**src/rtl/rgb_hdown2.sv**
```systemverilog
// Horizontal 2:1 RGB downscaler: averages adjacent pixel pairs within a de-framed
// line, flushes a trailing odd pixel, and reports output index and end-of-line.
module rgb_hdown2 #(
    parameter int WIDTH  = 10,
    parameter int HCNT_W = 12
) (
    input  logic              pclk,
    input  logic              rstn,
    input  logic              i_de,
    input  logic [WIDTH-1:0]  i_r,
    input  logic [WIDTH-1:0]  i_g,
    input  logic [WIDTH-1:0]  i_b,
    output logic              o_de,
    output logic [WIDTH-1:0]  o_r,
    output logic [WIDTH-1:0]  o_g,
    output logic [WIDTH-1:0]  o_b,
    output logic [HCNT_W-1:0] o_hcnt,
    output logic              o_eol
);

    typedef enum logic {
        EMPTY = 1'b0,
        HOLD  = 1'b1
    } state_e;

    state_e              state_q, state_d;
    logic [WIDTH-1:0]    hold_r_q, hold_r_d;
    logic [WIDTH-1:0]    hold_g_q, hold_g_d;
    logic [WIDTH-1:0]    hold_b_q, hold_b_d;
    logic                prev_de_q, prev_de_d;
    logic [HCNT_W-1:0]   cnt_q, cnt_d;

    logic                de_q, de_d;
    logic                eol_q, eol_d;
    logic [WIDTH-1:0]    r_q, r_d;
    logic [WIDTH-1:0]    g_q, g_d;
    logic [WIDTH-1:0]    b_q, b_d;
    logic [HCNT_W-1:0]   hcnt_q, hcnt_d;

    // Round-half-up average; the carry bit of the WIDTH+1 sum is kept so nothing overflows.
    function automatic logic [WIDTH-1:0] avg(input logic [WIDTH-1:0] a, input logic [WIDTH-1:0] b);
        logic [WIDTH:0] sum;
        sum = {1'b0, a} + {1'b0, b} + (WIDTH+1)'(1);
        return sum[WIDTH:1];
    endfunction

    // NOTE: sequential state uses non-blocking assignments so every flop samples pre-edge values.
    always_ff @(posedge pclk) begin
        if (!rstn) state_q <= EMPTY;
        else       state_q <= state_d;
    end

    always_comb begin
        state_d = state_q;
        case (state_q)
            EMPTY: if (i_de) state_d = HOLD;
            HOLD:  state_d = EMPTY;
        endcase
    end

    // NOTE: every signal gets a default first so no path through the case infers a latch.
    always_comb begin
        hold_r_d  = hold_r_q;
        hold_g_d  = hold_g_q;
        hold_b_d  = hold_b_q;
        prev_de_d = i_de;
        cnt_d     = cnt_q;
        de_d      = 1'b0;
        eol_d     = 1'b0;
        r_d       = r_q;
        g_d       = g_q;
        b_d       = b_q;
        hcnt_d    = hcnt_q;

        case (state_q)
            EMPTY: begin
                if (i_de) begin
                    hold_r_d = i_r;
                    hold_g_d = i_g;
                    hold_b_d = i_b;
                end else if (prev_de_q) begin
                    eol_d = 1'b1;
                end
            end
            HOLD: begin
                de_d = 1'b1;
                if (i_de) begin
                    r_d = avg(hold_r_q, i_r);
                    g_d = avg(hold_g_q, i_g);
                    b_d = avg(hold_b_q, i_b);
                end else begin
                    eol_d = 1'b1;
                    r_d   = hold_r_q;
                    g_d   = hold_g_q;
                    b_d   = hold_b_q;
                end
            end
        endcase

        // The index reported with a pixel is the pre-increment count; eol restarts the line.
        if (de_d) begin
            hcnt_d = cnt_q;
            cnt_d  = cnt_q + HCNT_W'(1);
        end
        if (eol_d) cnt_d = '0;
    end

    always_ff @(posedge pclk) begin
        if (!rstn) begin
            hold_r_q  <= '0;
            hold_g_q  <= '0;
            hold_b_q  <= '0;
            prev_de_q <= 1'b0;
            cnt_q     <= '0;
            de_q      <= 1'b0;
            eol_q     <= 1'b0;
            r_q       <= '0;
            g_q       <= '0;
            b_q       <= '0;
            hcnt_q    <= '0;
        end else begin
            hold_r_q  <= hold_r_d;
            hold_g_q  <= hold_g_d;
            hold_b_q  <= hold_b_d;
            prev_de_q <= prev_de_d;
            cnt_q     <= cnt_d;
            de_q      <= de_d;
            eol_q     <= eol_d;
            r_q       <= r_d;
            g_q       <= g_d;
            b_q       <= b_d;
            hcnt_q    <= hcnt_d;
        end
    end

    assign o_de   = de_q;
    assign o_eol  = eol_q;
    assign o_r    = r_q;
    assign o_g    = g_q;
    assign o_b    = b_q;
    assign o_hcnt = hcnt_q;

endmodule

```
**config.mk**
```make
export PLATFORM = sky130hd
export DESIGN_NAME = rgb_hdown2
export DESIGN_NICKNAME = d
export VERILOG_FILES = /design/src/rtl/rgb_hdown2.sv
export SDC_FILE = /design/constraint.sdc
export NUM_CORES = 1
export LEC_CHECK = 0
export CAP_MARGIN = 15
export CORE_MARGIN = 2
export CORE_UTILIZATION = 55
export CTS_BUF_LIST = sky130_fd_sc_hd__clkbuf_4
export DETAILED_ROUTE_END_ITERATION = 16
export PLACE_DENSITY = 0.8
export SLEW_MARGIN = 0
export SYNTH_ARGS = -nofsm -noshare
export SYNTH_HDL_FRONTEND = slang
export SYNTH_SLANG_ARGS = --single-unit
```
**constraint.sdc**
```tcl
create_clock -name pclk -period 2.6 [get_ports pclk]
set_clock_uncertainty 0.2 [all_clocks]
set_input_delay 0.39 -clock pclk [delete_from_list [all_inputs] [get_ports pclk]]
set_output_delay 0.39 -clock pclk [all_outputs]
set_load 0.005 [all_outputs]
```
==> results of run 1 <==
-- per-stage QoR --
step	util (%)	power (µW)	setup slack, ns
2_1_floorplan	-	1860	0.609
3_3_place_gp	68.4	2060	0.0618
3_5_place_dp	68.4	2070	-0.0164
4_1_cts	70.2	2830	0.422
5_1_grt	70.2	2960	0.277
6_report	70.2	2820	0.425
-- Yosys cell counts, types with 7 or more instances --
| cell type | n |
|---|---|
| dfxtp_1 | 88 |
| mux2i_1 | 26 |
| ha_1 | 28 |
| nor2_1 | 59 |
| nand2_1 | 94 |
| o21ai_1 | 11 |
| o21ai_0 | 11 |
| o22ai_1 | 9 |
| inv_1 | 15 |
| a21oi_1 | 61 |
| a211oi_1 | 7 |
| clkbuf_1 | 20 |
| xnor2_1 | 13 |
| buf_2 | 7 |
| xor2_1 | 20 |
-- worst max-delay path, delay by kind of cell --
family	cells	cell delay, ns
AOI/OAI and AO/OA	5	0.73
and+or+nand+nor	1	0.09
buffers and inverters	3	0.67
adders and majority gates	1	0.45
-- worst paths after layout --
kind / endpoint / startpoint / depth (start not counted) / slack, ns
worst min-delay path: o_g[9] / o_g[9] / 2 / 0.27
worst min register to register: o_g[9] / o_g[9] / 2 / 0.27
worst max register to register: o_g[5] / hold_g_q[1] / 9 / 0.50
worst max-delay path: o_b[9] / i_b[1] / 10 / 0.43
-- cells by family (layout without fill, tap and decap cells) --
family	count (synthesis)	after routing
muxes	26	26
DFF	88	88
xor gates and xnor gates	33	33
buffers and inverters	45	122
AOI/OAI and AO/OA	131	131
adders and majority gates	31	31
and+or+nand+nor	181	181
-- sequential cells by signal (all words and copies together) (netlist names) --
| signal | flops |
|---|---|
| o_de | 1 |
| prev_de_q | 1 |
| o_eol | 1 |
| hold_g_q | 10 |
| state_q | 1 |
| o_g | 10 |
| hold_r_q | 10 |
| o_b | 10 |
| cnt_q | 12 |
| o_r | 10 |
| o_hcnt | 12 |
| hold_b_q | 10 |
-- layer usage --
metal	vias to the layer above	track usage, %	share of wire [%]
met5	-	0	0
met3	20	3.69	5.4
li1	1962	-	-
met4	0	7.73	1.9
met2	113	40.8	48
met1	1823	31.4	45
-- area by class of cell --
class	instances	share of cell area (%)
repair buffers	90	15.8
flip-flops and latches	88	32.2
well taps	102	2.33
clock inverters	7	1.35
inverters	16	1.10
clock buffers	9	1.23
multi-input cells	402	46.0
-- power by group --
group | switching (µW) | internal, µW
Combinational | 303 | 288
Clock | 540 | 229
Sequential | 45.3 | 1410
-- cell usage in the layout (no fill, tap or decap), drive strengths merged --
cell type / Yosys / layout
xnor2: 13 / 13
or3b: 1 / 1
nand4: 3 / 3
o22ai: 9 / 9
nor2: 60 / 60
nand2: 94 / 94
xor2: 20 / 20
o21bai: 1 / 1
mux2i: 26 / 26
o31ai: 1 / 1
a211o: 1 / 1
o21a: 1 / 1
inv: 15 / 19
a21oi: 65 / 65
a311oi: 1 / 1
and2: 2 / 2
a31oi: 9 / 9
nand3: 5 / 5
dfxtp: 88 / 88
a32oi: 2 / 2
a211oi: 7 / 7
a21o: 5 / 5
nor2b: 4 / 4
nand3b: 1 / 1
nand2b: 5 / 5
or2: 1 / 1
nor3: 3 / 3
clkdlybuf4s50: 0 / 76
ha: 28 / 28
o211ai: 2 / 2
clkbuf: 20 / 9
fa: 3 / 3
a31o: 1 / 1
buf: 9 / 14
clkinv: 1 / 4
o21ai: 26 / 26
and3: 2 / 2
==> metrics.cfg, run 1 <==
[final_layout]
regArea_um2=1760
final_area_um2=5480
drive_gt1_share_pct=8.01
final_cells=714
final_nets=671
area_growth_pct=22.8
diodes=0
fill_cells=653
multi_input_area_um2=2520

[synth]
synth_compound_gate_area_share_pct=17.9
synth_fp_nets=599
yosysWarnings=0
synth_fa_ha_area_share_pct=9.20
netlist_top_cells_area=dfxtp_1 39%, nand2_1 7.9%, ha_1 7.8%, a21oi_1 6.8%, mux2i_1 5.8%
syn_area_um2=4460
ys_types=48
syn_avg_cell_area_um2=8.34
muxShareOfSynthArea_pct=5.83
yosysTopAreaCell=dfxtp_1
synth_top_cell_area_share_pct=39.5
synth_top_family_by_area=compound AO/OA/AOI/OAI gates
syn_inst=535
synthSimpleGateAreaFrac_pct=17.1
yosysSeqAreaShare_pct=39.5
ys_async_sr_fraction_pct=0
synth_edf_count=0
ys_seq_elements=88
synthXorXnorAreaFrac_pct=6.48
synth_ff_type=dfxtp_1

[clocking]
cts_buffers=9
cts_resized=0
clockBufferDepth=2
cts_hold_buf=0
cts_tree=done
post_cts_buffers=0
cts.sinks=88
clock_latency_ns=0.45
clk_pin_slew_ns=0.15
htreeDepth=3
clockRootBuffer=clkbuf_4

[critical_path]
cpPeakStageDelay_ns=0.52
worstSetupPathType=in -> reg
cp_max_fo=3
critPathCaptureType=register
cp_data_required_time_ns=2.76
cp_slowest_cell=clkdlybuf4s50_1
arrival_ns=2.34
timing.critical_path.from_type=input pin
crit_chain=clkdlybuf4s50_1, inv_1, fa_1, inv_1, a21o_1, a31o_1, a21oi_2, a21oi_2, nand3_1, o22ai_1

[placement]
io_buffers=76
dp.cells=698
dpl.hpwl_mm=7.16
dpl_cell_area_um2=5340
gp_congestion=0.838

[floorplanning]
dieArea_um2=8850
initial_core_util_pct=57.2
io_pins=77
die_h_um=94.1
rows=32
chipWidth_um=94.1
coreArea_um2=7810

[routing]
routed_wl_mm=10.2
num_vias=3918
first_pass_iters=5
drtIter0Drc=173
viasPerCell=5.49
drtAntennaViolNets=0
avgRoutedWirePerCell_um=14.2
drc=0

[sta]
tns_ns=0
rsz0062_at_grt=no
final.period_utilization_pct=83.6
hold_ws_ns=0.270
setup_viol=0
timing.fmax_mhz=460
worst_slew_margin_rel_pct=61.6
slew_violations=0
worst_pin_slew_ns=0.576
min_period_ns=2.17
hold_viol=0

[global_route]
grt_usage_pct=24.1
grt_pass1_vias=3655
grt_pass1_wl_mm=17.1
grt_overflow_total=0
grt_max_degree=46
antenna_found_initial=0

[power]
p_per_area_nw_per_um2=514
vdd_drop_max_mv=0.280
cellLeakagePower_uw=0.00218

[job]
maxCapViolations=0

[status]
status=finished, final reports clean

[hold_path]
hp-class=reg -> reg

No activity file was read; power rests on OpenSTA's default activity.
==> run 2, diff against run 1 <==
clock period = 2.1 ns   (was 2.6 ns; I/O delays follow)
==> run 2 against run 1 <==
Net effect: clock-buffer cell count unchanged; worst hold slack worse by 0.039 ns; first-iteration DRC count down 32%; critical endpoint is now o_r[8]; largest cell class unchanged.
==> metrics.cfg, run 2 (synthesis results as in run 1) <==
[status]
status=finished, final reports clean

[critical_path]
cp_data_required_time_ns=2.24  ; -0.52 ns
arrival_ns=2.18  ; -0.16 ns
cp_max_fo=3  ; unchanged
timing.rr.end=o_r[8]
path_buf_inv=0  ; -3
critPathCaptureType=register
cp_slowest_cell=dfxtp_1
r2r_start=hold_r_q[2]
regToRegSetupSlack_ns=0.06  ; -0.44 ns
ff2ff_path_depth=8  ; -1
timing.critical_path.from_type=register
cpPeakStageDelay_ns=0.36  ; -0.16 ns
cpLargestDelayFamily=compound AO/OA/AOI/OAI gates
worstSetupPathType=reg -> reg
crit_chain=ha_1, a21oi_1, o21ai_2, a31oi_1, o21bai_1, a21oi_1, xor2_1, o21ai_1
crit_top_cell=a21oi_1

[global_route]
grt_usage_pct=25.7  ; +1.6 points
grt_pass1_vias=3992  ; +9.2%
grt_pass1_wl_mm=18.1  ; +6.1%
grt_overflow_total=0  ; unchanged
antenna_found_initial=0  ; unchanged
grt_max_degree=30  ; -35%

[final_layout]
final_cell_mix=94 x nand2_1, 84 x dfxtp_1, 76 x clkdlybuf4s50_1
final_cells=753  ; +5.5%
final_nets=710  ; +5.8%
final_common_cell=nand2_1
fill_cells=595  ; -8.9%
multi_input_area_um2=2560  ; +1.7%
area_growth_pct=30.6
drive_gt1_share_pct=15.2  ; +7.2 points
regArea_um2=1770  ; +0.21%
diodes=0  ; unchanged

[sta]
hold_viol=0  ; unchanged
rsz0062_at_grt=no
slew_violations=0  ; unchanged
tns_ns=0  ; unchanged
timing.fmax_mhz=491
setup_viol=0  ; unchanged
worst_slew_margin_rel_pct=69.3  ; +7.8 points
min_period_ns=2.04
worst_pin_slew_ns=0.459  ; -0.117 ns
final.period_utilization_pct=97.1

[floorplanning]
dieArea_um2=8850  ; unchanged
rows=32  ; unchanged
io_pins=77  ; unchanged
initial_core_util_pct=57.2  ; unchanged
die_h_um=94.1  ; unchanged
chipWidth_um=94.1  ; unchanged
coreArea_um2=7810  ; unchanged

[clocking]
clock_latency_ns=0.45  ; about the same
clk_pin_slew_ns=0.16  ; about the same
cts.sinks=88  ; unchanged
clockBufferDepth=2  ; unchanged
cts_tree=done
clockRootBuffer=clkbuf_4
cts_buffers=9  ; unchanged
htreeDepth=3  ; unchanged
cts_hold_buf=0  ; unchanged

[hold_path]
hold_depth=3  ; +1
hp-class=in -> reg
min-delay-start=i_b[9]
holdPathEnd=hold_b_q[9]

[power]
totalPowerFinal_uw=3590  ; +28%
p_per_area_nw_per_um2=617  ; +20%
vdd_drop_max_mv=0.305  ; +8.9%
cellLeakagePower_uw=0.00237  ; +9.0%

[job]
maxCapViolations=0  ; unchanged

[routing]
drtAntennaViolNets=0  ; unchanged
num_vias=4062  ; +3.7%
drc=0  ; unchanged
first_pass_iters=4  ; -1
viasPerCell=5.39  ; -1.7%
drtIter0Drc=117  ; -32%
avgRoutedWirePerCell_um=14.5  ; +1.8%
routed_wl_mm=10.9  ; +7.3%

[placement]
dp.cells=736  ; +5.4%
io_buffers=76  ; unchanged
dpl.hpwl_mm=7.88  ; +10%
gp_congestion=0.829  ; -1.1%

-- run 2: worst max-delay path by stage --
stage                      startpoint  endpoint  slack (ns)  depth (start not counted)
after global placement         i_g[1]    o_g[5]       -0.35                         10
after detailed placement       i_g[1]    o_g[5]       -0.40                         10
after floorplan           hold_g_q[1]    o_g[5]        0.16                          9
final                     hold_r_q[2]    o_r[8]        0.06                          8
after CTS                 hold_g_q[1]    o_g[5]        0.03                          9
after global routing      hold_b_q[0]    o_b[7]       0.003                          9
-- run 2: metrics by stage --
| step | hold slack (ns) | utilization, % | setup slack [ns] | area (µm²) |
|---|---|---|---|---|
| after floorplan | 0.244 | - | 0.161 | 4460 |
| after global placement | 0.238 | 72.2 | -0.354 | 5640 |
| after detailed placement | 0.245 | 72.2 | -0.400 | 5640 |
| after CTS | 0.214 | 74.0 | 0.0315 | 5770 |
| after global routing | 0.250 | 74.6 | 0.00268 | 5830 |
| final | 0.231 | 74.6 | 0.0619 | 5830 |
-- run 2: layout make-up --
cell class,count,share of cell area (%)
Multi-Input combinational cell,402,44.0
Clock buffer,9,1.16
Sequential cell,88,30.3
Tap cell,102,2.19
Timing Repair Buffer,129,20.1
Clock inverter,7,1.20
Inverter,16,1.03
-- run 2: routing by layer --
metal	track usage, %	vias up	share of wire, %	routed length, µm
met4	10.9	0	2.4	263
met3	4.01	24	5.1	555
met5	0	-	0	0
li1	-	2050	-	-
met2	44.5	113	49	5330
met1	31.6	1875	44	4760
-- run 2: power breakdown --
part	total, µW	switching [µW]	internal, µW
Combinational	842	412	429
Clock	955	672	283
Sequential	1800	51.9	1750
-- run 2: repair_timing --
item                       in CTS  in global routing
buffers inserted                0                  1
gates resized for setup         0                 12
setup endpoints to repair       0                 12
-- run 2: worst register-to-register path, cell delays in order (launching register included) --
cell	delay, ns
dfxtp_1	0.36
ha_1	0.31
a21oi_1	0.17
o21ai_2	0.10
a31oi_1	0.23
o21bai_1	0.12
a21oi_1	0.21
xor2_1	0.17
o21ai_1	0.07
==> run 3, diff against run 2 <==
CORE_UTILIZATION = 50   (was 55)
PLACE_DENSITY = 0.76   (was 0.8)
SLEW_MARGIN = 15   (was 0)
clock period = 1.8 ns   (was 2.1 ns; I/O delays follow)
==> run 3 against run 2 <==
Net effect: the flow now finishes with violations (setup timing); critical path depth up 2; clock-buffer cell count is the same; combinational power grew 46%; largest cell class unchanged; largest power group unchanged.
==> metrics.cfg, run 3 (synthesis results as in run 1) <==
[floorplanning]
rows=34  ; +6.3%
io_pins=77  ; unchanged
die_h_um=98.5  ; +4.7%
chipWidth_um=98.5  ; +4.7%
initial_core_util_pct=51.4  ; -5.7 points
dieArea_um2=9700  ; +9.6%
coreArea_um2=8680  ; +11%

[final_layout]
final_nets=751  ; +5.8%
regArea_um2=1830  ; +3.6%
diodes=0  ; unchanged
final_cells=800  ; +6.2%
final_common_cell=nand2_1
fill_cells=599  ; +0.67%
final_cell_mix=88 x nand2_1, 87 x buf_4, 55 x dfxtp_2
final_area_um2=6610  ; +13%
drive_gt1_share_pct=33.1  ; +18 points
multi_input_area_um2=2860  ; +11%
area_growth_pct=48.0

[critical_path]
cp_slowest_cell=fa_2
path_buf_inv=2  ; +2
cp_max_fo=3  ; unchanged
worstSetupPathType=reg -> reg
cpPeakStageDelay_ns=0.41  ; +0.05 ns
arrival_ns=2.18  ; about the same
cpLargestDelayFamily=compound AO/OA/AOI/OAI gates
timing.critical_path.from_type=register
critPathCaptureType=register
cp_data_required_time_ns=1.99  ; -0.25 ns
crit_chain=inv_2, fa_2, nor2b_4, o21ai_2, nand2b_4, buf_12, nand2_4, a31oi_4, a31oi_1, o21ai_1

[sta]
setup_viol=22  ; +22
final.period_utilization_pct=110  ; +13 points
timing.fmax_mhz=504  ; +2.7%
worst_slew_margin_rel_pct=68.1  ; -1.2 points
worst_pin_slew_ns=0.478  ; +0.0187 ns
worst_slack_ns=-0.184  ; -0.246 ns
hold_viol=0  ; unchanged
rsz0062_at_grt=yes
hold_ws_ns=0.155  ; -0.0759 ns
min_period_ns=1.98  ; -0.0537 ns
slew_violations=0  ; unchanged

[routing]
drtIter0Drc=146  ; +25%
routed.top_layer=met4
num_vias=4404  ; +8.4%
routed_wl_mm=12.9  ; +18%
drc=0  ; unchanged
avgRoutedWirePerCell_um=16.1  ; +11%
viasPerCell=5.51  ; +2.0%
met1Wirelength_mm=5.26  ; +11%
drtAntennaViolNets=0  ; unchanged
wl_met2_mm=6.55  ; +23%
wl_met3_um=788  ; +42%
first_pass_iters=5  ; +1

[placement]
gp_congestion=0.820  ; -1.1%
pre_cts_ws_ns=-0.577  ; -0.177 ns
dpl.hpwl_mm=8.29  ; +5.3%
io_buffers=76  ; unchanged
dp.cells=771  ; +4.8%
dpl_cell_area_um2=5960  ; +5.8%

[power]
vdd_drop_max_mv=0.424  ; +39%
p_switching_uw=1460  ; +29%
p_per_area_nw_per_um2=677  ; +9.8%
power_frac_seq_pct=47.2  ; -2.8 points
internal-power_uw=3010  ; +23%
totalPowerFinal_uw=4470  ; +24%
combPwrFrac_pct=27.5  ; +4.1 points
p_sw_share_pct=32.7  ; +1.1 points
p_clk_share_pct=25.3  ; -1.3 points
cellLeakagePower_uw=0.00323  ; +36%

[clocking]
htreeDepth=3  ; unchanged
clockRootBuffer=clkbuf_4
cts_buffers=9  ; unchanged
clockBufferDepth=2  ; unchanged
cts.sinks=88  ; unchanged
clk_pin_slew_ns=0.15  ; about the same
cts_tree=done
clock_latency_ns=0.46  ; about the same

[job]
maxCapViolations=0  ; unchanged

[status]
status=finished with violations
violations=setup timing

[global_route]
antenna_found_initial=0  ; unchanged
grt_pass1_vias=4339  ; +8.7%
grt_usage_pct=25.8  ; +0.16 points
grt_pass1_wl_mm=20.5  ; +13%
grt_overflow_total=0  ; unchanged
grt_max_degree=52  ; +73%

[hold_path]
hp-class=in -> reg

run 3: cell count changes in the layout (fill, tap and decap cells not counted), sizes merged:
cell / before / now
dlygate4sd2: 0 / 12
buf: 53 / 94
clkinvlp: 1 / 0
clkdlybuf4s50: 76 / 34
clkinv: 2 / 3
dlymetal6s2s: 0 / 30
run 3: area by class of cell:
| type | count | share of cell area [%] |
|---|---|---|
| multi-input cells | 402 | 43.2 |
| clock inverters | 7 | 1.04 |
| repair buffers | 170 | 24.0 |
| well taps | 108 | 2.05 |
| flip-flops and latches | 88 | 27.7 |
| inverters | 16 | 0.909 |
| clock buffers | 9 | 1.02 |
run 3: routing by layer:
layer | track usage, % | vias up
met1 | 31.0 | 2088
li1 | - | 2130
met2 | 45.8 | 154
met3 | 5.89 | 32
met4 | 8.32 | 0
met5 | 0 | -
run 3: power groups by stage:
stage	clock network (µW)	registers (µW)	logic, µW
global route	1250	2120	1330
detailed placement	0	2140	1060
CTS	1160	2100	1110
floorplan	0	2130	573
finish	1130	2110	1230
global placement	0	2130	1030
run 3: tightest hold or removal path: cells and delay by family:
kind | cells | cell delay (ns)
buf+inv | 2 | 0.40
simple gates | 1 | 0.06
compound gates | 1 | 0.05
run 3: worst paths after layout:
check	start	endpoint	slack (ns)	cells after the start
hold reg to reg	o_g[9]	o_g[9]	0.25	2
setup reg to reg	hold_g_q[1]	o_g[9]	-0.18	10
hold / removal	i_r[1]	hold_r_q[1]	0.16	4
setup / recovery	hold_g_q[1]	o_g[9]	-0.18	10
run 3: timing repair:
item | CTS | global route
gates resized for setup | 67 | 80
endpoints found under the setup margin | 53 | 59
setup buffers | 5 | 10
pin swaps | 29 | 31
hold buffers | 0 | 0
run 3: per-stage QoR:
| stage | util, % | setup TNS, ns |
|---|---|---|
| 4_1_cts | 72.1 | -1.22 |
| 6_report | 76.1 | -1.88 |
| 3_5_place_dp | 68.7 | -16.96 |
| 2_1_floorplan | - | -0.0450 |
| 3_3_place_gp | 68.7 | -14.37 |
| 5_1_grt | 76.1 | -3.78 |
